==> config.mk <==
export PLATFORM = sky130hd
export DESIGN_NAME = serial_byte_tx
export DESIGN_NICKNAME = d
export VERILOG_FILES = /design/src/rtl/serial_link_pkg.sv /design/src/rtl/phase_timer.sv /design/src/rtl/serial_byte_tx.sv
export SDC_FILE = /design/constraint.sdc
export NUM_CORES = 1
export LEC_CHECK = 0
export CAP_MARGIN = 20
export CORE_MARGIN = 2
export CORE_UTILIZATION = 51
export DETAILED_ROUTE_END_ITERATION = 6
export PLACE_DENSITY_LB_ADDON = 0.25
export SLEW_MARGIN = 0
export SYNTH_ARGS = -nofsm -noshare
export SYNTH_HDL_FRONTEND = slang
export SYNTH_HIERARCHICAL = 1
export SYNTH_SLANG_ARGS = --single-unit
==> constraint.sdc <==
create_clock -name clock_1MHz -period 2.3 [get_ports clock_1MHz]
set_input_delay 0.23 -clock clock_1MHz [delete_from_list [all_inputs] [get_ports clock_1MHz]]
set_output_delay 0.23 -clock clock_1MHz [all_outputs]
set_load 0.01 [all_outputs]
==> src/rtl/serial_link_pkg.sv <==
// Shared types and defaults for the bit-serial byte link (transmit and receive sides).
// Latency: n/a (types and constants only).
// Backpressure: n/a.
//
// Contents:
//   tx_state_t          transmitter FSM state encoding
//   DEF_DATA_W          default bits per transfer
//   DEF_HIGH_CYCLES     default strobe-high cycles per bit
//   DEF_LOW_CYCLES      default strobe-low cycles per bit
//   max_int()           elaboration-time helper for sizing counters
package serial_link_pkg;

    typedef enum logic [2:0] {
        IDLE,
        WAIT_STAT,
        HIGH,
        LOW,
        END_BYTE
    } tx_state_t;

    localparam int DEF_DATA_W      = 8;
    localparam int DEF_HIGH_CYCLES = 10;
    localparam int DEF_LOW_CYCLES  = 10;

    function automatic int max_int(input int a, input int b);
        return (a > b) ? a : b;
    endfunction

endpackage

==> src/rtl/phase_timer.sv <==
// Down-counting phase timer: load a cycle count, get a one-cycle expire in the last cycle of the phase.
// Latency: expire is high in the Nth cycle after the start edge for load_val=N (N>=1).
// Backpressure: none; a start in the expire cycle chains the next phase with no gap.
//
// Ports:
//   clk       in   1      clock, rising edge
//   rst       in   1      synchronous active-high reset, clears the count
//   start     in   1      load load_val on this edge (overrides counting)
//   load_val  in   CNT_W  phase length in cycles
//   expire    out  1      high during the final cycle of the loaded phase
module phase_timer #(
    parameter int CNT_W = 4
) (
    input  logic             clk,
    input  logic             rst,
    input  logic             start,
    input  logic [CNT_W-1:0] load_val,
    output logic             expire
);

    logic [CNT_W-1:0] cnt_q;
    logic [CNT_W-1:0] cnt_d;

    // Count runs down to zero and parks there; zero means "not running",
    // so an idle timer can never produce a spurious expire.
    always_comb begin
        cnt_d = cnt_q;
        if (start) begin
            cnt_d = load_val;
        end else if (cnt_q != '0) begin
            cnt_d = cnt_q - CNT_W'(1);
        end
    end

    always_ff @(posedge clk) begin
        if (rst) begin
            cnt_q <= '0;
        end else begin
            cnt_q <= cnt_d;
        end
    end

    // A count of 1 marks the last cycle of the phase.
    assign expire = (cnt_q == CNT_W'(1));

endmodule

==> src/rtl/serial_byte_tx.sv <==
// Bit-serial byte transmitter: takes a byte on valid/ready, waits for status_in, shifts it out LSB-first with a write strobe per bit.
// Latency: write_out rises on the edge after the WAIT_STAT->HIGH decision; byte = DATA_W*(HIGH_CYCLES+LOW_CYCLES) cycles + END_BYTE.
// Backpressure: tx_ready_out is high only in IDLE; the caller holds tx_valid_in/tx_data_in until accepted.
//
// Ports:
//   clock_1MHz    in   1       system clock, rising edge
//   rst           in   1       synchronous active-high reset; aborts any byte in flight
//   tx_valid_in   in   1       tx_data_in holds a byte to send
//   tx_data_in    in   DATA_W  byte to send, captured on accept
//   tx_ready_out  out  1       block can accept a byte
//   status_in     in   1       receiver ready-for-byte level
//   data_out      out  1       serial data, LSB first
//   write_out     out  1       bit-qualifying strobe
//   busy_out      out  1       high in every state except IDLE
//   done_out      out  1       one-cycle pulse when a byte completes
//
// Build option: define STATUS_DROP_WAIT_EN to make END_BYTE wait for status_in
// to fall before returning to IDLE, so a byte is never resent into the same
// receiver status window.
module serial_byte_tx
    import serial_link_pkg::*;
#(
    parameter int DATA_W      = DEF_DATA_W,
    parameter int HIGH_CYCLES = DEF_HIGH_CYCLES,
    parameter int LOW_CYCLES  = DEF_LOW_CYCLES
) (
    input  logic              clock_1MHz,
    input  logic              rst,
    input  logic              tx_valid_in,
    input  logic [DATA_W-1:0] tx_data_in,
    output logic              tx_ready_out,
    input  logic              status_in,
    output logic              data_out,
    output logic              write_out,
    output logic              busy_out,
    output logic              done_out
);

    localparam int MAX_CYC = max_int(HIGH_CYCLES, LOW_CYCLES);
    localparam int TMR_W   = $clog2(MAX_CYC + 1);
    localparam int IDX_W   = (DATA_W > 1) ? $clog2(DATA_W) : 1;

    localparam logic [TMR_W-1:0] HIGH_LOAD = TMR_W'(HIGH_CYCLES);
    localparam logic [TMR_W-1:0] LOW_LOAD  = TMR_W'(LOW_CYCLES);
    localparam logic [IDX_W-1:0] LAST_IDX  = IDX_W'(DATA_W - 1);

    tx_state_t         state_q, state_d;
    logic [DATA_W-1:0] shreg_q, shreg_d;
    logic [IDX_W-1:0]  bit_idx_q, bit_idx_d;

    logic tx_ready_q, tx_ready_d;
    logic data_q, data_d;
    logic write_q, write_d;
    logic busy_q, busy_d;
    logic done_q, done_d;

    logic             tmr_start;
    logic [TMR_W-1:0] tmr_load;
    logic             tmr_expire;

    phase_timer #(
        .CNT_W (TMR_W)
    ) u_phase_timer (
        .clk      (clock_1MHz),
        .rst      (rst),
        .start    (tmr_start),
        .load_val (tmr_load),
        .expire   (tmr_expire)
    );

    // Next-state logic. The timer is (re)started on every edge that enters
    // HIGH or LOW, so each phase lasts exactly its configured cycle count.
    always_comb begin
        state_d   = state_q;
        shreg_d   = shreg_q;
        bit_idx_d = bit_idx_q;
        tmr_start = 1'b0;
        tmr_load  = '0;

        case (state_q)
            IDLE: begin
                // tx_ready_out is high exactly in IDLE, so tx_valid_in alone
                // completes the handshake here.
                if (tx_valid_in) begin
                    state_d   = WAIT_STAT;
                    shreg_d   = tx_data_in;
                    bit_idx_d = '0;
                end
            end

            WAIT_STAT: begin
                if (status_in) begin
                    state_d   = HIGH;
                    tmr_start = 1'b1;
                    tmr_load  = HIGH_LOAD;
                end
            end

            HIGH: begin
                if (tmr_expire) begin
                    state_d   = LOW;
                    tmr_start = 1'b1;
                    tmr_load  = LOW_LOAD;
                end
            end

            LOW: begin
                if (tmr_expire) begin
                    shreg_d = shreg_q >> 1;
                    if (bit_idx_q == LAST_IDX) begin
                        // Index returns to zero rather than wrapping past the last bit.
                        state_d   = END_BYTE;
                        bit_idx_d = '0;
                    end else begin
                        state_d   = HIGH;
                        bit_idx_d = bit_idx_q + IDX_W'(1);
                        tmr_start = 1'b1;
                        tmr_load  = HIGH_LOAD;
                    end
                end
            end

            END_BYTE: begin
`ifdef STATUS_DROP_WAIT_EN
                // Hold off completion until the receiver withdraws status,
                // otherwise the next byte could land in the same window.
                if (!status_in) begin
                    state_d = IDLE;
                end
`else
                state_d = IDLE;
`endif
            end

            default: begin
                state_d = IDLE;
            end
        endcase
    end

    // Registered Moore outputs, computed from the next state so each pin
    // changes on the same edge as the state register.
    always_comb begin
        tx_ready_d = (state_d == IDLE);
        busy_d     = (state_d != IDLE);
        write_d    = (state_d == HIGH);
        // Data is launched with the strobe and held through LOW; shreg_d
        // already holds the shifted value when LOW hands over to HIGH.
        data_d     = (state_d == HIGH) ? shreg_d[0] : data_q;
        done_d     = (state_q == END_BYTE) && (state_d == IDLE);
    end

    always_ff @(posedge clock_1MHz) begin
        if (rst) begin
            state_q    <= IDLE;
            shreg_q    <= '0;
            bit_idx_q  <= '0;
            tx_ready_q <= 1'b1;
            data_q     <= 1'b0;
            write_q    <= 1'b0;
            busy_q     <= 1'b0;
            done_q     <= 1'b0;
        end else begin
            state_q    <= state_d;
            shreg_q    <= shreg_d;
            bit_idx_q  <= bit_idx_d;
            tx_ready_q <= tx_ready_d;
            data_q     <= data_d;
            write_q    <= write_d;
            busy_q     <= busy_d;
            done_q     <= done_d;
        end
    end

    assign tx_ready_out = tx_ready_q;
    assign data_out     = data_q;
    assign write_out    = write_q;
    assign busy_out     = busy_q;
    assign done_out     = done_q;

endmodule
# After elaboration in Yosys (flattened, before gate mapping)
# Index checks and enable logic that the tools add are counted.
[word_totals]
reg_bits = 23
in_bits = 12
output_inout_bits = 5
elab_cells = 54
[op_classes]
n_addsub = 2
eq_ne = 9
muxes = 25
n_reduce_logical = 8
[op_table]
columns = ["cell", "n"]
rows = [
  ["3-bit two-way mux", 8],
  ["4-bit two-way mux", 6],
  ["8-bit two-way mux", 2],
  ["8-bit one-hot mux with 2 select lines", 1],
  ["3-bit one-hot mux with 4 select lines", 1],
  ["4-bit one-hot mux with 3 select lines", 1],
  ["3-bit by 2-bit == test with 1-bit output, second input constant", 3],
  ["3-bit == test, second input constant", 2],
  ["3-bit logical NOT", 2],
  ["3-bit one-hot mux with 2 select lines", 1],
  ["4-bit by 1-bit == test with 1-bit output, second input constant", 1],
  ["1-bit two-way mux", 4],
  ["2-bit != test, second input constant", 2],
  ["2-bit nonzero test", 2],
  ["4-bit nonzero test", 1],
  ["4-bit by 1-bit subtractor with 4-bit output, second input constant", 1],
  ["3-bit by 1-bit adder with 3-bit output, second input constant", 1],
  ["3-bit by 1-bit == test with 1-bit output, second input constant", 1],
  ["1-bit one-hot mux with 3 select lines", 1],
  ["3-bit AND reduction", 1],
  ["3-bit nonzero test", 1],
  ["1-bit logical AND", 1],
]

# Longest topological paths before layout
# Gate-level depths: netlist of run 1.
[depth]
ltp_word = 6
mapped_depth = 8

# Cells and area by module
# Netlist of run 1, hierarchy kept.
[modules_own_cells]
columns = ["module", "n_inst", "cells_per_inst", "area_per_inst_um2", "seq_area_each_um2"]
rows = [
  ["serial_byte_tx", 1, 88, 803.3, 380.4],
  ["phase_timer", 1, 27, 246.5, 80.1],
]

# Worst setup path after synthesis of run 1
# OpenSTA, ideal clock, no wires.
[synth_path]
path_kind = "register to register"
startpoint = "register u_phase_timer.cnt_q[1]"
endpoint = "register u_phase_timer.cnt_q[0]"
setup_ps = 124
arrival_time_ps = 1690
required_ps = 2176
setup_slack_ps = 487
path_stages_with_launch = 9
path_buffers = 0
synth_period_minus_slack_ps = 1813
path_cell_list = "dfxtp_1 > inv_1 > ha_1 > nor3b_1 > nand2_1 > a21o_1 > a21oi_1 > or2_2 > o22ai_1"
[synth_between]
elab_chain_cells = 4
word_cells_on_any_way = 9
classes_between = "eq/ne: 1; mux: 6; reduce/logical: 2"
[synth_lines]
columns = ["element", "line", "text"]
rows = [
  ["start: declaration", "phase_timer.sv:21", "logic [CNT_W-1:0] cnt_q;"],
  ["start signal: assignment", "phase_timer.sv:39", "cnt_q <= cnt_d;"],
  ["4-bit by 1-bit == test with 1-bit output *", "phase_timer.sv:44", "assign expire = (cnt_q == CNT_W'(1));"],
  ["via tmr_expire", "serial_byte_tx.sv:59", "logic tmr_expire;"],
  ["1-bit two-way mux, on equally long branches", "serial_byte_tx.sv:108, serial_byte_tx.sv:100", ""],
  ["1-bit one-hot mux with 3 select lines *", "serial_byte_tx.sv:80", "case (state_q)"],
  ["via tmr_start", "serial_byte_tx.sv:57", "logic tmr_start;"],
  ["4-bit two-way mux or 2-bit nonzero test (tied branches)", "-", ""],
]
# The timed path passes the listed nets; every way through them passes the cells marked *.
# A chain may end at the register's enable or synchronous reset.

# Worst setup path after layout of run 1
[layout_path]
startpoint = "register u_phase_timer.cnt_q[1]"
endpoint = "register data_q, in the netlist data_out"
[layout_between]
elab_chain_cells = 4
word_cells_on_any_way = 7
classes_between = "eq/ne: 2; mux: 5"
[layout_lines]
columns = ["element", "line", "text"]
rows = [
  ["4-bit by 1-bit == test with 1-bit output *", "phase_timer.sv:44", ""],
  ["via tmr_expire", "serial_byte_tx.sv:59", ""],
  ["3-bit two-way mux, on equally long branches", "serial_byte_tx.sv:108, serial_byte_tx.sv:100", ""],
  ["3-bit one-hot mux with 4 select lines", "serial_byte_tx.sv:80", ""],
  ["3-bit by 2-bit == test with 1-bit output", "serial_byte_tx.sv:149", "data_d = (state_d == HIGH) ? shreg_d[0] : data_q;"],
  ["end signal: assignment", "serial_byte_tx.sv:168", "data_q <= data_d;"],
  ["end: declaration", "serial_byte_tx.sv:52", "logic data_q, data_d;"],
]
# The timed path passes the listed nets; every way through them passes the cells marked *. The select of a mux whose other input is x is not followed.

==> impl_metrics.tcl, run 1 <==
set metrics [dict create \
    status "finished, final reports clean" \
    gp_congestion 0.8137 \
    critPathTopFamily "simple AND/OR/NAND/NOR gates" \
    rows 16 \
    dr.first_iter.drc_count 16 \
    synth_fa_ha_area_frac 0.05959 \
    dieArea_um2 2437 \
    synth_area_um2 1050 \
    critical_path.max_fanout 9 \
    grtUsageTotal 0.1813 \
    post_cts_resized 0 \
    wl_met3_um 66 \
    cts_buffers 3 \
    clock.fmax_mhz 488.9 \
    dr.max_layer_used "met4" \
    rsz0062_at_grt "false" \
    post_cts_buffers 0 \
    worstPathArrival_ps 2260 \
    synth_cell_types 35 \
    timing.slew.headroom 0.6044 \
    cp-start-kind "flip-flop" \
    diodes 0 \
    nets 152 \
    cp.required_ps 2510 \
    first_pass_iters 4 \
    port_buffers 16 \
    drive_gt1_frac 0.1045 \
    tritoncts "done" \
    cts_buffer_depth 2 \
    critPathMaxStageDelay_ps 450 \
    slew_violations 0 \
    final_cell_count_no_fill 161 \
    hold_class "flip-flop to flip-flop" \
    yosysWarnings 6 \
    critPathCaptureType "flip-flop" \
    synth_compound_area_frac 0.1836 \
    area_delta_synth_final_pct 21.69 \
    synth_top_family_by_area "simple AND/OR/NAND/NOR gates" \
    vdd_drop_max_mv 0.7094 \
    ys_seq_area_frac 0.4386 \
    crit_path_frequent_cell "nor3b_1" \
    antenna_found_initial 0 \
    clk_latency_ps 300 \
    drv_cap 0 \
    start_util 0.5406 \
    place_inst 157 \
    dr_wl_met2_um 970 \
    total_leakage_power_nw 0.5004 \
    grt_max_degree 16 \
    hold_viol 0 \
    grt_pass1_wl_mm 3.456 \
    drc_errors 0 \
    ys_ff_latch 23 \
    io_pins 17 \
    viasPerCell 5.447 \
    synth-xor-area-share 0.01669 \
    finClkSkew_ps 1.205 \
    layout.core_utilization 0.6579 \
    timing.final.crit_period_ps 2045 \
    synth_simple_gate_area_share 0.2253 \
    ctsHoldBuffers 0 \
    setup_viol 0 \
    die_x_um 49.37 \
    synth_cells 115 \
    dpl.hpwl_mm 1.487 \
    path_buf_inv 1 \
    tns_ps 0 \
    setup.worst_path.class "flip-flop to flip-flop" \
    cts-root-buf "clkbuf_4" \
    grt_overflow 0 \
    post_drt_wl_per_cell_um 12.33 \
    startpoint "u_phase_timer/cnt_q[1]" \
    path_cells "inv_1 -> ha_1 -> nor3b_1 -> and4b_1 -> nor3b_1 -> o21a_1 -> mux2_2" \
    place_ws_ps 311.1 \
    drt-met1-wl_um 941 \
    timing.rr.start "u_phase_timer/cnt_q[1]" \
    grt_pass1_vias 879 \
    wl_mm 1.985 \
    cts.clk_slew.worst_paths_ps 120 \
    hp-start "shreg_q[2]" \
    fp.dieH_um 49.37 \
    min_period_over_period 0.8893 \
    worst_path_max_delay_cell "and4b_1" \
    vias 877 \
    core_um2 1942 \
    syn_area_per_cell_um2 9.128 \
    setup_ws_ps 254.6 \
    clock-sinks 23 \
    synthMuxAreaShare 0.03218 \
    detail-route-antenna-nets 0 \
    h-tree-depth 1 \
    p_per_area_nw_per_um2 817.5 \
    worst_slew_pin_slew_ps 591.2 \
]
==> cells in the mapped netlist <==
| cell type | instances | area [um2] |
|---|---|---|
| a31oi_1 | 1 | 6.260 |
| nor4b_4 | 1 | 23.77 |
| a211o_1 | 1 | 8.760 |
| and4b_1 | 1 | 10.01 |
| nor2_1 | 7 | 26.28 |
| a21o_1 | 1 | 7.510 |
| a22oi_1 | 7 | 52.55 |
| o22ai_1 | 2 | 12.51 |
| inv_1 | 4 | 15.01 |
| a21oi_1 | 11 | 55.05 |
| or2_2 | 1 | 6.260 |
| o21a_1 | 1 | 7.510 |
| or4_1 | 1 | 7.510 |
| or3_1 | 1 | 6.260 |
| clkbuf_1 | 2 | 7.510 |
| dfxtp_1 | 23 | 460.4 |
| nand3b_1 | 1 | 7.510 |
| ha_1 | 5 | 62.56 |
| nor3b_1 | 3 | 22.52 |
| nor2b_1 | 3 | 18.77 |
| nor4b_1 | 1 | 8.760 |
| a32oi_1 | 1 | 8.760 |
| nand2_1 | 15 | 56.30 |
| a21oi_2 | 1 | 8.760 |
| nand4_1 | 3 | 18.77 |
| xnor2_1 | 2 | 17.52 |
| nand2b_1 | 2 | 12.51 |
| and3_1 | 1 | 6.260 |
| mux2_2 | 3 | 33.78 |
| nand3_1 | 1 | 5.000 |
| a2bb2oi_1 | 1 | 8.760 |
| a22o_1 | 1 | 8.760 |
| o31ai_1 | 1 | 7.510 |
| conb_1 | 1 | 3.750 |
| buf_2 | 4 | 20.02 |
==> registers in the layout, indices dropped and copies added, names as in the netlist <==
| signal | flops |
|---|---|
| data_out | 1 |
| u_phase_timer/cnt_q | 4 |
| shreg_q | 8 |
| done_out | 1 |
| bit_idx_q | 3 |
| tx_ready_out | 1 |
| state_q | 3 |
| write_out | 1 |
| busy_out | 1 |
==> area by class of cell <==
class / instances / area [um2]
clock buffers: 3 / 22.52
clock inverters: 1 / 5.005
fillers: 179 / 664.4
inverters: 4 / 15.01
multi-input cells: 83 / 550.5
flip-flops and latches: 23 / 460.4
well taps: 27 / 33.78
repair buffers: 20 / 190.2
==> through the flow <==
stage | instance area, um2 | hold WS, ps | power [mW]
floorplan | 1054 | 292.4 | 0.7688
global placement | 1250 | 442.8 | 0.8478
detailed placement | 1250 | 450.0 | 0.8659
CTS | 1277 | 467.8 | 1.050
global route | 1277 | 499.5 | 1.115
finish | 1277 | 469.3 | 1.044
==> worst register-to-register path, stage by stage, from the launching register on <==
cell and delay [ps]:
dfxtp_1 340, inv_1 110, ha_1 150, nor3b_1 360, and4b_1 450, nor3b_1 100, o21a_1 180, mux2_2 250
==> metal layers <==
layer,vias to the layer above,track usage
met4,0,0.08333
met5,-,0
met1,411,0.1992
li1,448,-
met2,16,0.3243
met3,2,0.04601
==> where the power goes <==
part	leakage, nW	internal, mW	switching (mW)	total, mW
combinational	0.294	0.193	0.165	0.358
sequential	0.188	0.454	0.0493	0.503
clock	0.0177	0.0649	0.119	0.183
total	0.500	0.712	0.333	1.04
==> final timing paths <==
kind / end / slack, ps / cells after the start
worst max-delay path: data_out / 250 / 7
worst min-delay path: shreg_q[2] / 470 / 2
worst max register to register: data_out / 250 / 7
worst min register to register: shreg_q[2] / 470 / 2
==> cell usage in the layout (no fill, tap or decap), types with 4 or more instances in the layout <==
| cell | n |
|---|---|
| nand2_1 | 15 |
| nor2_1 | 7 |
| a21oi_1 | 11 |
| buf_4 | 4 |
| a22oi_1 | 7 |
| ha_1 | 5 |
| clkdlybuf4s50_1 | 16 |
| inv_1 | 4 |
| dfxtp_1 | 23 |
==> cells by family after synthesis <==
logic type | after synthesis
fa+ha+maj | 5
buf+inv | 10
other cells | 1
mux | 3
simple gates | 42
flops | 23
compound gates | 29
xor+xnor | 2
No activity file was read; power rests on OpenSTA's default activity.
==> inputs of run 2 (changes only) <==
--- a/config.mk
+++ b/config.mk
@@ -7,7 +7,7 @@
 export LEC_CHECK = 0
 export CAP_MARGIN = 20
 export CORE_MARGIN = 2
-export CORE_UTILIZATION = 51
+export CORE_UTILIZATION = 55
 export DETAILED_ROUTE_END_ITERATION = 6
 export PLACE_DENSITY_LB_ADDON = 0.25
 export SLEW_MARGIN = 0
==> constraint.sdc (replaced) <==
create_clock -name clock_1MHz -period 2.6 [get_ports clock_1MHz]
set_input_delay 0.26 -clock clock_1MHz [delete_from_list [all_inputs] [get_ports clock_1MHz]]
set_output_delay 0.26 -clock clock_1MHz [all_outputs]
set_load 0.01 [all_outputs]
==> run 2 against run 1 <==
Global-route usage rose by 2.0 points. Setup slack improved by 100 ps. Clock power fell by 13%. Utilization up 5.2 points. Largest cell class unchanged. Highest routed layer unchanged.
==> impl_metrics.tcl, run 2 (same netlist as run 1, synthesis figures left out) <==
set metrics [dict create \
    worstPathArrival_ps 2420 \
    cts-root-buf "clkbuf_4" \
    dr.first_iter.drc_count 21 \
    largestRegisters "shreg_q: 8 flops, u_phase_timer/cnt_q: 4 flops" \
    post_cts_resized 0 \
    timing.slew.headroom 0.5457 \
    hold_class "flip-flop to flip-flop" \
    fin_total_pwr_mw 0.9155 \
    setup.worst_path.class "flip-flop to flip-flop" \
    critPathCaptureType "flip-flop" \
    first_pass_iters 3 \
    tns_ps 0 \
    cts.clk_slew.worst_paths_ps 130 \
    vias 872 \
    core_um2 1764 \
    tritoncts "done" \
    dieArea_um2 2274 \
    status "finished, final reports clean" \
    post_cts_buffers 0 \
    place_inst 152 \
    final_common_cell "dfxtp_1" \
    finClkSkew_ps 13.17 \
    ctsHoldBuffers 0 \
    diodes 0 \
    fp.dieH_um 47.69 \
    vdd_drop_max_mv 0.5692 \
    final_area_um2 1252 \
    regMostFlops "shreg_q" \
    wl_mm 1.972 \
    drc_errors 0 \
    antenna_found_initial 0 \
    grt_pass1_wl_mm 3.160 \
    gp_congestion 0.8393 \
    clock.fmax_mhz 446.1 \
    critical_path.max_fanout 9 \
    rows 15 \
    rsz0062_at_grt "false" \
    cp.required_ps 2780 \
    largest_reg_flops 8 \
    slew_violations 0 \
    area_delta_synth_final_pct 19.31 \
    post_drt_wl_per_cell_um 12.64 \
    h-tree-depth 1 \
    clock-sinks 23 \
    final_cell_count_no_fill 156 \
    setup_viol 0 \
    clk_latency_ps 310 \
    drv_cap 0 \
    timing.final.crit_period_ps 2242 \
    io_pins 17 \
    hold_viol 0 \
    post_dp_cell_area_um2 1225 \
    die_x_um 47.69 \
    most-common-layout-cells "dfxtp_1 (23), clkdlybuf4s50_1 (16), nand2_1 (15)" \
    grt_pass1_vias 764 \
    grt_overflow 0 \
    min_period_over_period 0.8622 \
    drive_gt1_frac 0.08397 \
    viasPerCell 5.590 \
    cp-start-kind "flip-flop" \
    start_util 0.5950 \
    worst_slew_pin_slew_ps 679.0 \
    grt_max_degree 16 \
    detail-route-antenna-nets 0 \
    total_leakage_power_nw 0.4846 \
    cts_buffers 3 \
    grtUsageTotal 0.2017 \
    nets 149 \
    p_per_area_nw_per_um2 731.0 \
    port_buffers 16 \
    cts_buffer_depth 2 \
    dpl.hpwl_mm 1.448 \
]
[run 2: final cells by class]
cell class                      count  area [um2]
Clock buffer                        3       22.52
Fill cell                         160       511.7
Clock inverter                      1       5.005
Multi-Input combinational cell     83       550.5
Timing Repair Buffer               17       167.7
Sequential cell                    23       460.4
Inverter                            4       15.01
Tap cell                           25       31.28
[run 2: power by group]
group	internal (mW)	leakage [nW]	total [mW]	switching [mW]
clock	0.0574	0.0177	0.159	0.102
combinational	0.164	0.278	0.312	0.147
sequential	0.401	0.188	0.445	0.0434
[run 2: worst max-delay path, stage by stage (launching register included)]
cell,delay [ps]
dfxtp_1,330
inv_1,110
ha_1,150
nor3b_1,420
nand2_1,140
a21o_1,170
a21oi_1,500
or2_2,240
o22ai_1,60
[run 2: routing by layer]
layer,wire [um],vias to the layer above,GRT usage
met5,0,-,0
met4,34,0,0.1405
met3,48,4,0.03396
met2,951,17,0.3093
met1,938,411,0.2558
li1,-,440,-
[run 2: path summary, 6_finish.rpt]
check                           end  cells past startpoint  slack (ps)                   start
max          u_phase_timer/cnt_q[0]                      8         360  u_phase_timer/cnt_q[1]
max reg2reg  u_phase_timer/cnt_q[0]                      8         360  u_phase_timer/cnt_q[1]
min reg2reg              shreg_q[6]                      2         470              shreg_q[6]
min                      shreg_q[6]                      2         470              shreg_q[6]
[run 2: metrics by stage]
step	hold WS (ps)	util	setup WS [ps]
after floorplan	322.4	-	786.9
after global placement	446.0	0.6943	545.8
after detailed placement	454.0	0.6943	422.2
after CTS	471.6	0.7099	419.9
after global routing	485.9	0.7099	111.2
final	467.8	0.7099	358.2
